`config.mk`:
```
export PLATFORM = sky130hd
export DESIGN_NAME = kf76489_write_master
export DESIGN_NICKNAME = d
export VERILOG_FILES = /design/src/rtl/kf76489_write_master.sv
export SDC_FILE = /design/constraint.sdc
export NUM_CORES = 1
export LEC_CHECK = 0
export CORE_MARGIN = 3
export CORE_UTILIZATION = 59
export CTS_CLUSTER_SIZE = 8
export DETAILED_ROUTE_END_ITERATION = 8
export HOLD_SLACK_MARGIN = 0.03
export PLACE_DENSITY = 0.9
export SLEW_MARGIN = 20
export SYNTH_ARGS = -nofsm -noshare
export SYNTH_HDL_FRONTEND = slang
export SYNTH_SLANG_ARGS = --single-unit
```
`constraint.sdc`:
```
create_clock -name clock -period 3.3 [get_ports clock]
set_input_delay 0.66 -clock clock [delete_from_list [all_inputs] [get_ports clock]]
set_output_delay 0.66 -clock clock [all_outputs]
set_load 0.01 [all_outputs]
```
`src/rtl/kf76489_write_master.sv`:
```
// Host-side write initiator for the KF76489: queues register-write commands and strobes
// them out as SN76489 bytes paced by READY. Define KF76489_WRITE_MASTER_TIMEOUT_EN to add timeout_err.
module kf76489_write_master #(
    parameter int FIFO_DEPTH     = 8,
    parameter int GAP_CYCLES     = 2,
    parameter int READY_WAIT     = 4,
    parameter int TIMEOUT_CYCLES = 1023
) (
    input  logic                        clock,
    input  logic                        reset_n,
    input  logic                        cmd_valid,
    output logic                        cmd_ready,
    input  logic [2:0]                  cmd_reg,
    input  logic [9:0]                  cmd_data,
    output logic [$clog2(FIFO_DEPTH):0] fifo_level,
    output logic                        busy,
    output logic                        CE_N,
    output logic                        WE_N,
    output logic [7:0]                  D_OUT,
`ifdef KF76489_WRITE_MASTER_TIMEOUT_EN
    output logic                        timeout_err,
`endif
    input  logic                        READY
);
    localparam int AW   = $clog2(FIFO_DEPTH);
    localparam int WMAX = (READY_WAIT > TIMEOUT_CYCLES) ? READY_WAIT : TIMEOUT_CYCLES;
    localparam int CW   = $clog2(WMAX + 1);
    localparam logic [AW:0] FULL_LVL = FIFO_DEPTH[AW:0];

    typedef enum logic [2:0] {IDLE, LOAD, STROBE, WAIT_LO, WAIT_HI, RELEASE, GAP} state_t;

    logic [12:0]   mem [FIFO_DEPTH];
    logic [AW-1:0] wr_ptr, rd_ptr;
    logic [AW:0]   level;
    logic          full, empty, push, pop;

    logic [2:0]    head_reg;
    logic [9:0]    head_data;
    logic [7:0]    head_a, head_b;
    logic          head_two;

    state_t        state, state_nx;
    logic [CW-1:0] wait_cnt, wait_nx;
    logic [3:0]    gap_cnt, gap_nx;
    logic          two_q, two_nx;
    logic          ce_n_nx, we_n_nx, setup_b;
    logic [7:0]    byte_b_q;
`ifdef KF76489_WRITE_MASTER_TIMEOUT_EN
    logic          tmo_hit;
`endif

    assign full       = (level == FULL_LVL);
    assign empty      = (level == '0);
    assign push       = cmd_valid && !full;
    assign pop        = (state == IDLE) && !empty;
    assign cmd_ready  = !full;
    assign fifo_level = level;
    assign busy       = !empty || (state != IDLE);

    always_ff @(posedge clock) begin
        if (push) mem[wr_ptr] <= {cmd_reg, cmd_data};
    end

    always_ff @(posedge clock or negedge reset_n) begin
        if (!reset_n) begin
            wr_ptr <= '0;
            rd_ptr <= '0;
            level  <= '0;
        end else begin
            if (push) wr_ptr <= wr_ptr + AW'(1);
            if (pop)  rd_ptr <= rd_ptr + AW'(1);
            case ({push, pop})
                2'b10:   level <= level + (AW+1)'(1);
                2'b01:   level <= level - (AW+1)'(1);
                default: level <= level;
            endcase
        end
    end

    // Byte expansion of the head command; noise control clears bit3 of the latch byte
    assign {head_reg, head_data} = mem[rd_ptr];
    assign head_b   = {2'b00, head_data[9:4]};
    assign head_two = !head_reg[0] && (head_reg[2:1] != 2'd3);

    always_comb begin
        head_a = {1'b1, head_reg, head_data[3:0]};
        if (head_reg == 3'd6) head_a[3] = 1'b0;
    end

    always_comb begin
        state_nx = state;
        wait_nx  = wait_cnt;
        gap_nx   = gap_cnt;
        two_nx   = two_q;
`ifdef KF76489_WRITE_MASTER_TIMEOUT_EN
        tmo_hit  = 1'b0;
`endif
        case (state)
            IDLE: begin
                if (!empty) begin
                    state_nx = LOAD;
                    two_nx   = head_two;
                end
            end
            LOAD:   state_nx = STROBE;
            STROBE: begin
                state_nx = WAIT_LO;
                wait_nx  = CW'(1);
            end
            WAIT_LO: begin
                if (!READY) begin
                    state_nx = WAIT_HI;
                    wait_nx  = CW'(1);
                end else if (wait_cnt == CW'(READY_WAIT)) begin
                    state_nx = RELEASE;
                end else begin
                    wait_nx = wait_cnt + CW'(1);
                end
            end
            WAIT_HI: begin
                if (READY) begin
                    state_nx = RELEASE;
                end
`ifdef KF76489_WRITE_MASTER_TIMEOUT_EN
                else if (wait_cnt == CW'(TIMEOUT_CYCLES)) begin
                    state_nx = RELEASE;
                    two_nx   = 1'b0;
                    tmo_hit  = 1'b1;
                end else begin
                    wait_nx = wait_cnt + CW'(1);
                end
`endif
            end
            RELEASE: begin
                state_nx = GAP;
                gap_nx   = 4'(GAP_CYCLES - 1);
            end
            GAP: begin
                if (gap_cnt == 4'd0) begin
                    state_nx = two_q ? STROBE : IDLE;
                    two_nx   = 1'b0;
                end else begin
                    gap_nx = gap_cnt - 4'd1;
                end
            end
            default: state_nx = IDLE;
        endcase

        // Outputs are registered from the next state so each pin is glitch-free for the whole state
        setup_b = (state_nx == GAP) && (gap_nx == 4'd0) && two_nx;
        ce_n_nx = !(state_nx inside {STROBE, WAIT_LO, WAIT_HI});
        we_n_nx = !((state_nx inside {LOAD, STROBE, WAIT_LO, WAIT_HI}) || setup_b);
    end

    always_ff @(posedge clock) begin
        if (pop) byte_b_q <= head_b;
    end

    always_ff @(posedge clock or negedge reset_n) begin
        if (!reset_n) begin
            state    <= IDLE;
            wait_cnt <= '0;
            gap_cnt  <= '0;
            two_q    <= 1'b0;
            CE_N     <= 1'b1;
            WE_N     <= 1'b1;
            D_OUT    <= 8'h00;
        end else begin
            state    <= state_nx;
            wait_cnt <= wait_nx;
            gap_cnt  <= gap_nx;
            two_q    <= two_nx;
            CE_N     <= ce_n_nx;
            WE_N     <= we_n_nx;
            if (pop)          D_OUT <= head_a;
            else if (setup_b) D_OUT <= byte_b_q;
        end
    end

`ifdef KF76489_WRITE_MASTER_TIMEOUT_EN
    always_ff @(posedge clock or negedge reset_n) begin
        if (!reset_n)    timeout_err <= 1'b0;
        else if (tmo_hit) timeout_err <= 1'b1;
        else if (push)    timeout_err <= 1'b0;
    end
`endif

endmodule
```
==> results of run 1 <==
## stage by stage
stage / instance area [µm²] / worst slack, ps
floorplan: 6260 / 724
global placement: 6790 / 650
detailed placement: 6790 / 542
CTS: 7350 / 388
global route: 7350 / 329
finish: 7350 / 423
## power groups by stage
stage	combinational [mW]	sequential, mW	clock, mW
after global placement	2.07	2.81	0
after detailed placement	2.16	2.85	0
after floorplan	1.56	2.69	0
final	2.19	2.84	1.81
after CTS	2.20	2.83	1.84
after global routing	2.39	2.89	1.91
## per-layer routing
layer  vias up  routed length (µm)  track usage (%)  part of all wire [%]
met5         -                   0                0                     0
met4         0                 284             10.5                   2.2
met3        23                 669             5.68                   5.1
met2       128                6960             42.2                    53
met1      1883                5110             29.4                    39
li1       1628                   -                -                     -
## registers in the layout, summed over array words and instances (netlist names)
signal	cells
gap_cnt	4
rd_ptr	3
state	3
fifo_level	4
wr_ptr	3
mem	104
byte_b_q	6
CE_N	1
D_OUT	8
wait_cnt	10
two_q	1
WE_N	1
## worst max-delay path, delay by kind of cell, from the launching register on
| family | cells | cell delay [ps] |
|---|---|---|
| simple gates | 2 | 770 |
| buf+inv | 1 | 480 |
| flops | 1 | 440 |
## synth_stat cells, types with 2 or more instances
library cell | number | area, µm²
edfxtp_1 | 110 | 3300
dfrtp_1 | 36 | 901
nand2_1 | 30 | 113
mux4_2 | 26 | 586
nor2_1 | 22 | 82.6
o21ai_0 | 20 | 100
inv_1 | 11 | 41.3
clkbuf_1 | 9 | 33.8
mux2i_1 | 9 | 90.1
a31oi_1 | 8 | 50.1
ha_1 | 8 | 100
mux2_2 | 8 | 90.1
nand3_1 | 7 | 35.0
xnor2_1 | 7 | 61.3
nand2b_1 | 6 | 37.5
nor3_1 | 6 | 30.0
o31ai_1 | 6 | 45.0
and3_1 | 5 | 31.3
a21oi_1 | 4 | 20.0
a311o_1 | 4 | 40.0
nand4_1 | 4 | 25.0
and2_1 | 3 | 18.8
buf_1 | 3 | 11.3
buf_2 | 3 | 15.0
nor2b_1 | 3 | 18.8
a32o_1 | 2 | 20.0
and4b_1 | 2 | 20.0
dfstp_2 | 2 | 52.6
nor3b_1 | 2 | 15.0
o211ai_1 | 2 | 15.0
o41ai_1 | 2 | 17.5
or2_2 | 2 | 12.5
xor2_1 | 2 | 17.5
## worst min path at each step
stage           startpoint            end  slack (ps)  depth (start not counted)
2_1_floorplan      reset_n       D_OUT[0]         360                          0
3_3_place_gp   wait_cnt[9]    wait_cnt[9]         470                          1
3_5_place_dp   wait_cnt[9]    wait_cnt[9]         470                          1
4_1_cts            reset_n  fifo_level[1]         250                          1
5_1_grt            reset_n  fifo_level[1]         270                          1
6_report           reset_n  fifo_level[1]         230                          1
## final cells by class
class / count / area share, %
well taps: 133 / 2.26
clock inverters: 15 / 1.97
inverters: 11 / 0.562
multi-input cells: 217 / 25.9
clock buffers: 17 / 5.63
flip-flops and latches: 148 / 57.9
repair buffers: 47 / 5.82
## cell families (layout without fill, tap and decap cells)
| kind of cell | Yosys count | count (layout) | share of synthesized area [%] |
|---|---|---|---|
| mux | 43 | 43 | 12.2 |
| xor+xnor | 9 | 9 | 1.26 |
| flops | 148 | 148 | 68.0 |
| compound gates | 56 | 56 | 6.44 |
| fa+ha+maj | 9 | 9 | 1.92 |
| buf+inv | 27 | 90 | 1.80 |
| simple gates | 100 | 100 | 8.37 |
==> summary.txt, run 1 <==
Pwr
  • Gate power share: about a third
  • Reg power frac: around two fifths
  • Switching part of the total: between 30% and 40%
  • Total power: approximately 6.8 mW
  • VDD IR-drop max: about 0.00052 V
  • P_sw: approximately 2.3 mW
  • Static leakage: 2.65 nW
  • Clk network pwr share: a little over a quarter
  • Pwr Density: 931 nW/µm²
  • Int Pwr: ~4.6 mW

Critical path
  • Crit-path max FO: 6
  • Max incr delay on CP: slightly below 600 ps
  • CP max-delay cell: or4_1
  • Critical-path cell list: or4_1 > nand2b_1 > clkdlybuf4s50_1
  • Setup crit start kind: flop
  • Worst setup path end: busy
  • Slack of the worst reg-to-reg path: 460 ps
  • R2r endpoint: D_OUT[2]
  • Worst Setup Path Type: reg -> out
  • Critical Path RT: 2640 ps
  • R2r startpoint: gap_cnt[0]
  • Worst setup path start: fifo_level[0]
  • Worst Setup End Kind: primary output
  • Reg2reg path depth: 8
  • Worst EP arrival: 2220 ps

CTS
  • H-tree Lvls: 4
  • Skew-Pair Late Insertion Delay: 530 ps
  • Clock tree from TritonCTS: done
  • Root buf cell: clkbuf_8
  • Hold buffers post-CTS: 0
  • CTS Buf Count: 17
  • Post-CTS sizing: 0
  • Postcts setup bufs: 0
  • Clock buffer depth: 2
  • Clock sinks: ~150
  • Clk pin slew, worst setup/hold paths: around 70 ps

Die
  • Core Area: 10000 µm²
  • Initial Util: between 60 and 70%
  • Num ports: 33
  • Die H: 109 µm
  • Die area: roughly 12000 µm²
  • Die width: roughly 110 µm
  • Core Rows: 36

Logic synthesis
  • Netlist cell types: 51
  • Syn_nets: 418
  • Seq cells post-synth: around 150
  • Synth Warn #: 0
  • Register area share after synthesis: between 60% and 70%
  • Main synth FF type: edfxtp_1
  • Post-synth ARST share: approximately a quarter
  • Syn avg cell area: 16.0 µm²
  • Synthesized instance count: ~390
  • Post-synth EDFFs: 110
  • Post-Syn Area: about 6300 µm²

STA
  • Max Freq: approximately 0.35 GHz
  • Rel. slew slack: 43.3%
  • RSZ-0062 raised after global routing: no
  • Final setup viols: 0
  • Final Hold Slack: roughly 230 ps
  • Final slew viol count: 0
  • Clock Skew: 15.1 ps
  • Final Hold Viols: 0
  • Post-layout minimum cycle time: between 2000 and 3000 ps
  • Actual slew at the worst max-slew pin: around 850 ps
  • Setup TNS: 0 ps
  • Final worst-path cycle share: around 87%

Place
  • Input/output buffers: 32
  • Gp weighted congestion: ~0.90
  • DP Cell Count: around 560
  • Dpl hpwl: around 7.9 mm

Finish
  • Most common cell after layout, fill and taps aside: edfxtp_1
  • Commonest non-fill, non-tap cells in the layout: 110 x edfxtp_1, 36 x dfrtp_1, 31 x clkdlybuf4s50_1
  • Register Area: roughly 4300 µm²
  • Non-Filler Instances: 588
  • Layout cell share with drive strength beyond 1: a little over 20%
  • Area of the multi-input gates: 1900 µm²
  • Synthesis-to-layout area growth: 17.4%
  • Finished Core Util: about three quarters
  • Antenna cells: 0
  • Fin nets: 468
  • Filler Cells Inserted: approximately 600

Drt
  • Post-DRT Antenna Nets: 0
  • Via density per instance: ~6.2
  • DRC: 0
  • Wirelength per Cell: roughly 22 µm
  • Initial DRC Count: just under 400
  • DRT Pass-1 Iters: 5
  • Detailed-route wire length: between 10 and 15 mm
  • Vias: roughly 3700

Outcome
  • Status: completed

Global routing
  • Initial antenna violation count: 0
  • Vias in the first global route: ~3900
  • First-pass GRT wire length: 20.8 mm
  • Grt ovf: 0
  • GRT Total Usage: 24.4%
  • Largest net degree at the start of global routing: 39

Worst hold path
  • Worst hold path class: in -> async

Flow run
  • Max Cap Viol: 0
(Power assumes the default switching activity.)
==> inputs of run 2 (changes only) <==
--- a/config.mk
+++ b/config.mk
@@ -11,7 +11,6 @@
 export DETAILED_ROUTE_END_ITERATION = 8
 export HOLD_SLACK_MARGIN = 0.03
 export PLACE_DENSITY = 0.9
-export SLEW_MARGIN = 20
 export SYNTH_ARGS = -nofsm -noshare
 export SYNTH_HDL_FRONTEND = slang
 export SYNTH_SLANG_ARGS = --single-unit
==> results of run 2 <==
Final layout, timing and power as in run 1 (identical DEF).
